**src/rtl/inst_fetch_seq.sv**
```systemverilog
// inst_fetch_seq: single-issue MIPS fetch sequencer (imem req/ack, decode valid/ready, PC resolve)
module inst_fetch_seq #(
    parameter int          PC_W     = 32,
    parameter logic [31:0] RESET_PC = 32'h0000_0000,
    parameter logic [5:0]  HALT_OP  = 6'b111111
) (
    input  logic            clk,
    input  logic            reset,
    output logic            imem_req,
    output logic [PC_W-1:0] imem_addr,
    input  logic            imem_ack,
    input  logic [31:0]     imem_rdata,
    output logic [31:0]     inst_out,
    output logic            inst_valid,
    input  logic            inst_ready,
    input  logic            resolve,
    input  logic            jump,
    input  logic            branch,
    input  logic            zero,
    output logic [PC_W-1:0] pc_out,
    output logic            halted
);
    typedef enum logic [2:0] {FETCH, WAIT_ACK, ISSUE, RESOLVE, HALT} state_t;
    state_t state, state_n;
    logic [PC_W-1:0] pc, pc_n, pc_plus4, jmp_tgt, br_tgt;
    logic [31:0] inst_n;
    logic valid_n, req_n;
    assign pc_plus4  = pc + 32'd4;
    assign jmp_tgt   = {pc_plus4[31:28], inst_out[25:0], 2'b00};
    assign br_tgt    = pc_plus4 + {{14{inst_out[15]}}, inst_out[15:0], 2'b00};
    assign imem_addr = pc;
    assign pc_out    = pc;
    assign halted    = state == HALT;
    always_comb begin
        state_n = state;
        pc_n    = pc;
        inst_n  = inst_out;
        valid_n = inst_valid;
        req_n   = imem_req;
        case (state)
            FETCH: begin
                req_n   = 1'b1;
                state_n = WAIT_ACK;
            end
            WAIT_ACK: if (imem_ack) begin
                inst_n  = imem_rdata;
                req_n   = 1'b0;
                valid_n = 1'b1;
                state_n = ISSUE;
            end
            ISSUE: if (inst_valid && inst_ready) begin
                valid_n = 1'b0;
                state_n = inst_out[31:26] == HALT_OP ? HALT : RESOLVE;
            end
            RESOLVE: if (resolve) begin
                pc_n    = jump ? jmp_tgt : (branch && zero) ? br_tgt : pc_plus4;
                state_n = FETCH;
            end
            default: ;
        endcase
    end
    always_ff @(posedge clk) begin
        if (reset) begin
            state      <= FETCH;
            pc         <= RESET_PC;
            inst_out   <= '0;
            inst_valid <= 1'b0;
            imem_req   <= 1'b0;
        end else begin
            state      <= state_n;
            pc         <= pc_n;
            inst_out   <= inst_n;
            inst_valid <= valid_n;
            imem_req   <= req_n;
        end
    end
endmodule

```
**config.mk**
```make
export PLATFORM = sky130hd
export DESIGN_NAME = inst_fetch_seq
export DESIGN_NICKNAME = d
export VERILOG_FILES = /design/src/rtl/inst_fetch_seq.sv
export SDC_FILE = /design/constraint.sdc
export NUM_CORES = 1
export LEC_CHECK = 0
export ABC_AREA = 1
export ABC_CLOCK_PERIOD_IN_PS = 3700
export BUFFER_PORTS_ARGS = -buffer_cell sky130_fd_sc_hd__buf_2
export CAP_MARGIN = 10
export CORE_MARGIN = 10
export CORE_UTILIZATION = 56
export DETAILED_ROUTE_END_ITERATION = 16
export PLACE_DENSITY = 0.82
export SLEW_MARGIN = 20
export SYNTH_ARGS = -nofsm -noshare
export SYNTH_HDL_FRONTEND = slang
export SYNTH_SLANG_ARGS = --single-unit
```
**constraint.sdc**
```tcl
create_clock -name clk -period 3.7 [get_ports clk]
set_input_delay 0.185 -clock clk [delete_from_list [all_inputs] [get_ports clk]]
set_output_delay 0.185 -clock clk [all_outputs]
set_load 0.01 [all_outputs]
```
==> results of run 1 <==
cells by family (layout without fill, tap and decap cells):
logic type / Yosys count / after routing / synth area share [%]
other cells: 1 / 4 / 0.0586
compound gates: 155 / 155 / 12.9
flops: 67 / 67 / 21.0
buf+inv: 217 / 319 / 14.9
fa+ha+maj: 38 / 38 / 7.55
xor+xnor: 21 / 21 / 3.11
simple gates: 618 / 618 / 40.6
what timing repair did:
item / in CTS / in global routing
setup endpoints to repair: 0 / 4
resized for setup: 0 / 1
setup buffers: 0 / 0
layer usage:
metal	part of all wire, %	vias up	global-route usage [%]
li1	-	3676	-
met1	44	3234	35.5
met2	43	359	41.5
met3	9.9	55	7.00
met4	3.5	0	12.2
met5	0	-	0
metrics by stage:
stage               hold WS (ps)  power [mW]  std cells  worst slack (ps)  instance area [sq um]
finish                      88.4        2.88       1362               296                   7280
global placement             433        2.03       1346               359                   6990
detailed placement           439        2.04       1346               295                   6990
global route                98.0        3.07       1362              5.43                   7280
floorplan                    254        1.69       1120               975                   6410
CTS                         84.4        2.87       1362               286                   7280
layout by cell type, fill, tap and decap left out, types with 3 or more instances in the layout:
| cell type | netlist | final |
|---|---|---|
| a21oi_1 | 74 | 74 |
| a21oi_2 | 5 | 5 |
| and2_1 | 6 | 6 |
| buf_2 | 8 | 134 |
| buf_4 | 34 | 13 |
| clkbuf_16 | 0 | 9 |
| conb_1 | 1 | 4 |
| dfxtp_1 | 67 | 67 |
| ha_1 | 37 | 37 |
| inv_1 | 152 | 151 |
| inv_2 | 2 | 3 |
| nand2_1 | 332 | 332 |
| nand2_2 | 6 | 6 |
| nand3_1 | 67 | 67 |
| nand4_1 | 10 | 10 |
| nor2_1 | 167 | 167 |
| nor2_2 | 4 | 4 |
| nor2_4 | 3 | 3 |
| nor3_1 | 9 | 9 |
| o211ai_1 | 3 | 3 |
| o21ai_0 | 63 | 63 |
| o21bai_1 | 3 | 3 |
| or2_2 | 4 | 4 |
| xor2_1 | 17 | 16 |
| xor2_2 | 2 | 3 |
state kept, by name, summed over array words and instances, names as in the netlist:
| register | cells |
|---|---|
| state | 3 |
| imem_req | 1 |
| imem_addr | 30 |
| inst_valid | 1 |
| inst_out | 32 |
tightest hold or removal path, cell delays in order:
cell     delay (ps)
buf_2            70
o21ai_0          70
nor2_1           70
how the worst max path moves through the flow:
stage,startpoint,end,slack (ps)
3_5_place_dp,imem_addr[2],imem_addr[23],300
5_1_grt,imem_addr[2],imem_addr[23],5
4_1_cts,imem_addr[2],imem_addr[23],290
3_3_place_gp,imem_addr[2],imem_addr[23],360
6_report,imem_addr[2],imem_addr[23],300
2_1_floorplan,imem_addr[2],imem_addr[31],970
synth_stat cells, drive strengths merged:
cell    instances
conb            1
or2             4
clkinv          2
clkbuf         18
xor2           19
nand3          70
dfxtp          67
inv           154
buf            43
nand2         339
o21ai          65
xnor2           2
nor4            1
ha             37
fa              1
a211oi          2
nor2          174
nand4          11
nor3           13
o21bai          3
a21oi          79
a31oi           1
and2            6
o221ai          2
o211ai          3
cell type report:
cell class                      count  area, sq um  area share, %
Clock buffer                       11          253           3.47
Timing Repair Buffer              147          768           10.5
Inverter                          156          587           8.06
Clock inverter                      5         37.5          0.515
Tap cell                          140          175           2.40
Sequential cell                    67         1340           18.4
Multi-Input combinational cell    836         4120           56.6
power groups by stage:
stage,Combinational [mW],Clock [mW],Sequential (mW)
after floorplan,0.659,0,1.03
final,1.03,0.829,1.02
after global placement,1.01,0,1.02
after detailed placement,1.02,0,1.02
after CTS,1.03,0.833,1.01
after global routing,1.17,0.864,1.03
==> metrics.md, run 1 <==
| Metric | Value |
|---|---|
| CP Depth | 20 |
| Cell Area, Synth | 0.00640 sq mm |
| Hold Buf Count CTS | 0 |
| Logic pwr share | 35.9% |
| Hold endpoint | inst_out[1] |
| Die Y | 127 um |
| Die ar. | 0.0161 sq mm |
| Clk buf depth | 2 |
| CTS Buf Count | 9 |
| DR pass1 iterations | 5 |
| Io pins | 139 |
| Initial Utilization | 58.0% |
| Unrepaired setup endpoints after global routing | no |
| Share of cells above drive strength 1 | 16.4% |
| Post-layout nets | 1295 |
| Switching Fraction | 40.5% |
| Startpoint types | flop |
| Vias | 7324 |
| CTS Root Buffer Type | clkbuf_16 |
| R2R cell count | 20 |
| Status | complete, no violations |
| Final period demand of the worst path | 3400 ps |
| Yosys top cell by area | dfxtp_1 |
| Worst EP arrival | 3600 ps |
| CP bufs+invs | 3 |
| Fillcell total | 1088 |
| CP top delay family | simple AND/OR/NAND/NOR gates |
| Data required time of the worst path | 3900 ps |
| Share of the synthesized area in the top cell type | 21.0% |
| Vias per Instance | 5.38 |
| Reg power frac | 35.3% |
| Ant. Diodes | 0 |
| Skew final | 8.10 ps |
| Synth Register Bits | 67 |
| Slew margin rel. | 40.5% |
| Avg Cell Area, Syn | 5.73 sq um |
| Die Width | 127 um |
| CP max-delay cell | dfxtp_1 |
| Synth cell types | 41 |
| Overall Global Routing Usage | 27.3% |
| Post-synthesis cell count | 1117 |
| Most Frequent Cell on Critical Path | nand2_1 |
| Crit-path max FO | 8 |
| Antenna violations before repair | 0 |
| Fin Setup TNS | 0 ps |
| DRT Wirelength | 22.5 mm |
| Post-route ant nets | 0 |
| Worst path cell trace | ha_1 -> nand2_1 -> inv_1 -> nand2_2 -> nor2_4 -> nand4_2 -> xor2_2 -> inv_1 -> ha_1 -> nand2_1 -> nor2_1 -> nand2_1 -> inv_1 -> nand3_1 -> nand3_1 -> nand2_1 -> nand3_1 -> nand2_1 -> nand2_1 -> a21oi_1 |
| Layout area overhead | 13.8% |
| Worst hold start | imem_rdata[1] |
| Clock share of power | 28.8% |
| Internal power | 1.71 mW |
| Dominant cells by area after synthesis | dfxtp_1, nand2_1, nor2_1, inv_1, ha_1 |
| Row count | 38 |
| Fin. Hold Viols | 0 |
| Lkg Pwr | 3.91 nW |
| Fin crit share | 92.0% |
| DRC viols | 0 |
| Count of cells along the worst hold path | 3 |
| FF-to-FF End | imem_addr[23] |
| Hold Crit Class | input port to flop |
| GP Congestion | 1.00 |
| Endpoints failing setup | 0 |
| Switching power | 1.17 mW |
| CTS tree | built |
| Register area share after synthesis | 21.0% |
| DP Wirelength | 17.6 mm |
| First-pass GRT wire length | 35.8 mm |
| Largest net degree at the start of global routing | 46 |
| Reg2reg setup slack | 300 ps |
| Worst-Margin Slew | 892 ps |
| Max VDD drop | 0.399 mV |
| Fin util | 66.0% |
| DRT iter0 DRCs | 739 |
| H-tree depth | 3 |
| TritonCTS Sinks | 67 |
| Port bufs | 134 |
| Clk_lat worst skew | 350 ps |
| Reg-to-reg critical path startpoint | imem_addr[2] |
| Wirelength per Cell | 16.5 um |
| Clock-pin slew on the worst setup and hold paths | 60 ps |
| Vias in the first global route | 6988 |
| Critical path's largest stage delay | 520 ps |
| Synth warnings | 0 |
| Max Fclk | 294 MHz |
| Power Dens Cells | 395 mW/mm^2 |
| Critical Path End Type | flop |
| Kind of critical path | flop to flop |
| Core ar. | 0.0110 sq mm |
| Max-slew violations | 0 |
| Grt ovf | 0 |
| Max_cap viols | 0 |
Note: power is estimated with default switching activity, not from simulation.
==> run 2, diff against run 1 <==
--- a/config.mk
+++ b/config.mk
@@ -9,10 +9,12 @@
 export ABC_CLOCK_PERIOD_IN_PS = 3700
 export BUFFER_PORTS_ARGS = -buffer_cell sky130_fd_sc_hd__buf_2
 export CAP_MARGIN = 10
-export CORE_MARGIN = 10
-export CORE_UTILIZATION = 56
+export CELL_PAD_IN_SITES_DETAIL_PLACEMENT = 0
+export CELL_PAD_IN_SITES_GLOBAL_PLACEMENT = 1
+export CORE_UTILIZATION = 38
 export DETAILED_ROUTE_END_ITERATION = 16
-export PLACE_DENSITY = 0.82
+export PLACE_DENSITY_LB_ADDON = 0.1
+export RECOVER_POWER = 100
 export SLEW_MARGIN = 20
 export SYNTH_ARGS = -nofsm -noshare
 export SYNTH_HDL_FRONTEND = slang
==> run 2 against run 1 <==
Via count is 4.1% lower. Largest power group is now registers. Highest routed layer unchanged. Wire length rose by 2.0%. First-iteration DRC count decreased by 39%. Clock-buffer cell count is 1 higher. Sequential share of layout area down 0.16 points. Non-clock buffer count grew 3. Worst setup slack lost 54 ps. Flip-flop and latch count did not move. Cell area up 0.86%. Core utilization shrank 22 points. Sequential power barely moved. Worst hold slack better by 6.9 ps.
==> metrics.md, run 2 (same netlist as run 1, synthesis figures left out) <==
| Metric | Value |
|---|---|
| Status | complete, no violations |
| DR top layer | met4 |
| Endpoints failing setup | 0 |
| DRC viols | 0 |
| Slew margin rel. | 35.5% |
| Met3 wire length | 1.04 mm |
| Clk buf depth | 2 |
| Row count | 47 |
| Max reg flops | 32 |
| Fin crit share | 93.5% |
| Startpoint types | flop |
| Unrepaired setup endpoints after global routing | yes |
| Die Y | 132 um |
| Die ar. | 0.0174 sq mm |
| Metal-1 WL | 11.2 mm |
| Vias per Instance | 4.86 |
| First-pass GRT wire length | 35.9 mm |
| Worst setup margin | 242 ps |
| Largest net degree at the start of global routing | 46 |
| Worst setup path startpoint | imem_addr[3] |
| Dpl ws | 284 ps |
| Worst EP arrival | 3720 ps |
| Most frequent cells in the layout | nand2_1, nor2_1, inv_1 |
| Layout area overhead | 14.8% |
| Overall Global Routing Usage | 26.6% |
| Register name with the most flops | inst_out |
| Initial Utilization | 38.7% |
| CP top delay family | simple AND/OR/NAND/NOR gates |
| Fin. Hold Viols | 0 |
| Worst hold start | imem_rdata[27] |
| Core ar. | 0.0165 sq mm |
| Clk_lat worst skew | 340 ps |
| Crit-path max FO | 7 |
| Vias | 7022 |
| Data required time of the worst path | 3960 ps |
| Max VDD drop | 0.320 mV |
| Metal2 WL | 10.3 mm |
| Worst-Margin Slew | 966 ps |
| Post-layout nets | 1298 |
| Power Dens Cells | 398 mW/mm^2 |
| Lkg Pwr | 3.69 nW |
| Post-route ant nets | 0 |
| CP bufs+invs | 2 |
| Grt ovf | 0 |
| Clock-pin slew on the worst setup and hold paths | 60 ps |
| Io pins | 139 |
| Skew final | 10.5 ps |
| DRT Wirelength | 23.0 mm |
| H-tree depth | 3 |
| Reg-to-reg critical path startpoint | imem_addr[3] |
| DR pass1 iterations | 8 |
| CTS Root Buffer Type | clkbuf_16 |
| Share of cells above drive strength 1 | 11.8% |
| Fin Setup TNS | 0 ps |
| GP Congestion | 0.929 |
| Kind of critical path | flop to flop |
| Final period demand of the worst path | 3460 ps |
| DRT iter0 DRCs | 448 |
| CTS Buf Count | 9 |
| Wirelength per Cell | 15.9 um |
| DP Wirelength | 18.0 mm |
| Port bufs | 134 |
| Most Frequent Cell on Critical Path | nand2_1 |
| Max_cap viols | 0 |
| CP max-delay cell | dfxtp_1 |
| Max-slew violations | 0 |
| Max Fclk | 289 MHz |
| Vias in the first global route | 6609 |
| Hold Crit Class | input port to flop |
| Ant. Diodes | 0 |
| Critical Path End Type | flop |
| TritonCTS Sinks | 67 |
| Post-CTS Setup Inserts | 0 |
| Commonest non-fill, non-tap cell in the layout | nand2_1 |
| Worst path cell trace | ha_1 -> nand2_1 -> inv_1 -> nand2_2 -> nor2_4 -> nand4_2 -> xor2_1 -> inv_1 -> ha_1 -> nand2_1 -> nor2_1 -> nand2_1 -> nor2_1 -> nand2_1 -> nand4_1 -> nand3_1 -> nand2_1 -> nand2_1 -> a21oi_1 |
| CTS tree | built |
| Die Width | 132 um |
| Critical path's largest stage delay | 480 ps |
| Antenna violations before repair | 0 |
[run 2: cell types whose count changed in the layout (fill, tap and decap cells not counted), sizes merged]
cell	before	now
clkbuf	11	70
clkinv	5	3
bufinv	0	1
clkinvlp	2	1
buf	147	92
[run 2: worst paths after layout]
check | end | slack (ps) | cells past startpoint
max | imem_addr[25] | 240 | 19
max reg2reg | imem_addr[25] | 240 | 19
min reg2reg | imem_req | 470 | 2
min | inst_out[27] | 100 | 3
[run 2: report_power, final]
| group | internal [mW] | total [mW] | switching, mW |
|---|---|---|---|
| logic | 0.356 | 1.01 | 0.651 |
| registers | 0.846 | 1.01 | 0.168 |
| clock network | 0.574 | 0.902 | 0.328 |
| total | 1.78 | 2.92 | 1.15 |
[run 2: area by class of cell]
type	count	area, sq um
tap	220	275
clock buffer	12	267
fill	1887	9180
inverter	156	587
clock inverter	3	46.3
multi-input combinational	836	4120
sequential	67	1340
timing repair buffer	150	711
[run 2: timing repair]
action                                  CTS  global route
hold buffers                              0             0
gates resized for setup                   0             2
endpoints found under the setup margin    0             6
[run 2: metal layers]
layer	vias to the layer above	GRT usage [%]
li1	3673	-
met1	3129	37.5
met2	192	42.2
met3	28	3.61
met4	0	7.69
met5	-	0
[run 2: per-stage QoR]
step	total power [mW]	area, sq um	instances	utilization (%)	hold slack (ps)
2_1_floorplan	1.69	6410	1120	-	254
3_3_place_gp	2.06	7110	1429	43.0	433
3_5_place_dp	2.05	7110	1429	43.0	439
4_1_cts	2.97	7420	1444	44.9	81.7
5_1_grt	3.13	7350	1444	44.5	109
6_report	2.92	7350	1444	44.5	95.4
[run 2: tightest hold or removal path, cell delays in order]
cell     delay, ps
buf_2           70
o21ai_0         70
nor2_1          70
==> run 3, diff against run 2 <==
--- a/config.mk
+++ b/config.mk
@@ -15,6 +15,7 @@
 export DETAILED_ROUTE_END_ITERATION = 16
 export PLACE_DENSITY_LB_ADDON = 0.1
 export RECOVER_POWER = 100
+export REMOVE_ABC_BUFFERS = 1
 export SLEW_MARGIN = 20
 export SYNTH_ARGS = -nofsm -noshare
 export SYNTH_HDL_FRONTEND = slang
==> run 3 against run 2 <==
The run now ends with capacitance limit, slew limit left. Largest cell class unchanged. Global-route usage is 0.62 points lower. Critical endpoint is now imem_addr[23]. Combinational power hardly changed. Critical path depth is 1 lower. Maximum frequency is 1.8% higher. Non-clock buffer count is 1 lower. Total power is 0.84% lower.
==> metrics.md, run 3 (same netlist as run 1, synthesis figures left out) <==
| Metric | Value |
|---|---|
| Ant. Diodes | 0 |
| Row count | 47 |
| Met2 usage | 41.0% |
| Slew margin rel. | -10.2% |
| CP max-delay cell | dfxtp_1 |
| Endpoints failing setup | 0 |
| Kind of critical path | flop to flop |
| Most Frequent Cell on Critical Path | nand2_1 |
| Share of cells above drive strength 1 | 8.42% |
| M3 GR Usage | 4.65% |
| Most frequent cells in the layout | nand2_1, nor2_1, inv_1 |
| Critical Path End Type | flop |
| Internal power | 1.74 mW |
| Max-slew violations | 46 |
| Post-route ant nets | 0 |
| Clk buf depth | 2 |
| Switching Fraction | 40.0% |
| DP Wirelength | 17.2 mm |
| CTS Root Buffer Type | clkbuf_16 |
| Max VDD drop | 0.328 mV |
| Hold Buf Count CTS | 0 |
| Reg power frac | 34.1% |
| Final period demand of the worst path | 3400 ps |
| Io pins | 139 |
| Fin util | 44.0% |
| DR pass1 iterations | 5 |
| Data required time of the worst path | 3900 ps |
| Die Width | 132 um |
| Layout area overhead | 13.6% |
| Fin Setup TNS | 0 ps |
| DRC viols | 0 |
| Violated checks | capacitance limit, slew limit |
| Max Fclk | 294 MHz |
| TritonCTS Sinks | 67 |
| Max reg flops | 32 |
| CTS tree | built |
| Initial Utilization | 38.7% |
| Commonest non-fill, non-tap cell in the layout | nand2_1 |
| Vias in the first global route | 6420 |
| Fillcell total | 1912 |
| CP Depth | 18 |
| First-pass GRT wire length | 35.2 mm |
| Met1 Use GR | 35.9% |
| GP Congestion | 0.929 |
| Unrepaired setup endpoints after global routing | no |
| DRT iter0 DRCs | 418 |
| Worst-Margin Slew | 1650 ps |
| Core ar. | 0.0165 sq mm |
| Worst EP arrival | 3590 ps |
| Overall Global Routing Usage | 26.0% |
| Crit-path max FO | 7 |
| CP bufs+invs | 2 |
| Skew final | 13.3 ps |
| Die ar. | 0.0174 sq mm |
| Power Dens Cells | 399 mW/mm^2 |
| Logic pwr share | 34.4% |
| Worst path cell trace | ha_1 -> nand2_1 -> inv_1 -> nand2_2 -> nor2_1 -> xor2_1 -> inv_1 -> ha_1 -> nand2_1 -> nor2_1 -> and2_0 -> nand3_1 -> nand3_1 -> nand2_1 -> nand3_1 -> nand2_1 -> nand2_1 -> a21oi_1 |
| Dpl ws | 317 ps |
| Fin. Hold Viols | 0 |
| Busiest grt layer | met2 |
| Grt ovf | 0 |
| CTS Buf Count | 9 |
| CP top delay family | simple AND/OR/NAND/NOR gates |
| Wirelength per Cell | 15.2 um |
| Hold Crit Class | input port to flop |
| Startpoint types | flop |
| Worst setup margin | 304 ps |
| Vias per Instance | 4.82 |
| Total design power | 2.90 mW |
| H-tree depth | 3 |
| Lkg Pwr | 3.52 nW |
| Clock share of power | 31.5% |
| Vias | 6964 |
| DRT Wirelength | 21.9 mm |
| Clk_lat worst skew | 350 ps |
| Register name with the most flops | inst_out |
| Fin crit share | 91.8% |
| Antenna violations before repair | 0 |
| R2R cell count | 18 |
| Critical path's largest stage delay | 480 ps |
| Port bufs | 134 |
| Clock-pin slew on the worst setup and hold paths | 70 ps |
| Max_cap viols | 1 |
| Status | complete, but fails checks |
| Die Y | 132 um |
| Switching power | 1.16 mW |
| Count of cells along the worst hold path | 3 |
| Post-layout nets | 1297 |
| Largest net degree at the start of global routing | 46 |
## run 3: cell types whose count changed in the layout (fill, tap and decap cells not counted), sizes merged
cell | before | now
buf | 92 | 54
inv | 154 | 156
clkinvlp | 1 | 2
clkbuf | 70 | 105
## run 3: what timing repair did
action	in CTS	in global routing
buffers inserted	0	0
endpoints found under the setup margin	0	1
resized for setup	0	2
## run 3: path summary, 6_finish.rpt
kind	startpoint	to	slack [ps]
worst min-delay path	imem_rdata[24]	inst_out[24]	80
worst min register to register	imem_req	imem_req	470
worst max register to register	imem_addr[3]	imem_addr[23]	300
worst max-delay path	imem_addr[3]	imem_addr[23]	300
## run 3: area by class of cell
class                           instances  area [sq um]  area share (%)
Tap cell                              220           275            3.79
Clock buffer                           10           239            3.29
Inverter                              156           587            8.07
Timing Repair Buffer                  149           652            8.97
Multi-Input combinational cell        836          4100            56.5
Clock inverter                          6          71.3           0.981
Sequential cell                        67          1340            18.5
## run 3: worst min-delay path, cell delays in order
cell and delay, ps:
buf_2 70, o21ai_0 70, nor2_1 70
## run 3: per-stage QoR
step	instances	cell area, sq um	hold slack, ps
after floorplan	1059	6040	247
after global placement	1428	7100	434
after detailed placement	1428	7100	439
after CTS	1444	7410	76.0
after global routing	1444	7270	97.0
final	1444	7270	81.4
## run 3: metal layers
| metal | share of wire (%) | vias up | wire [um] |
|---|---|---|---|
| li1 | - | 3688 | - |
| met1 | 49 | 3092 | 10800 |
| met2 | 45 | 159 | 9790 |
| met3 | 4.2 | 25 | 918 |
| met4 | 1.9 | 0 | 423 |
| met5 | 0 | - | 0 |
## run 3: power by group through the flow
| stage | sequential, mW | clock (mW) | combinational (mW) |
|---|---|---|---|
| 2_1_floorplan | 1.04 | 0 | 0.596 |
| 3_3_place_gp | 1.00 | 0 | 1.04 |
| 3_5_place_dp | 1.00 | 0 | 1.03 |
| 4_1_cts | 0.987 | 0.930 | 1.04 |
| 5_1_grt | 1.01 | 0.957 | 1.14 |
| 6_report | 0.989 | 0.914 | 0.996 |
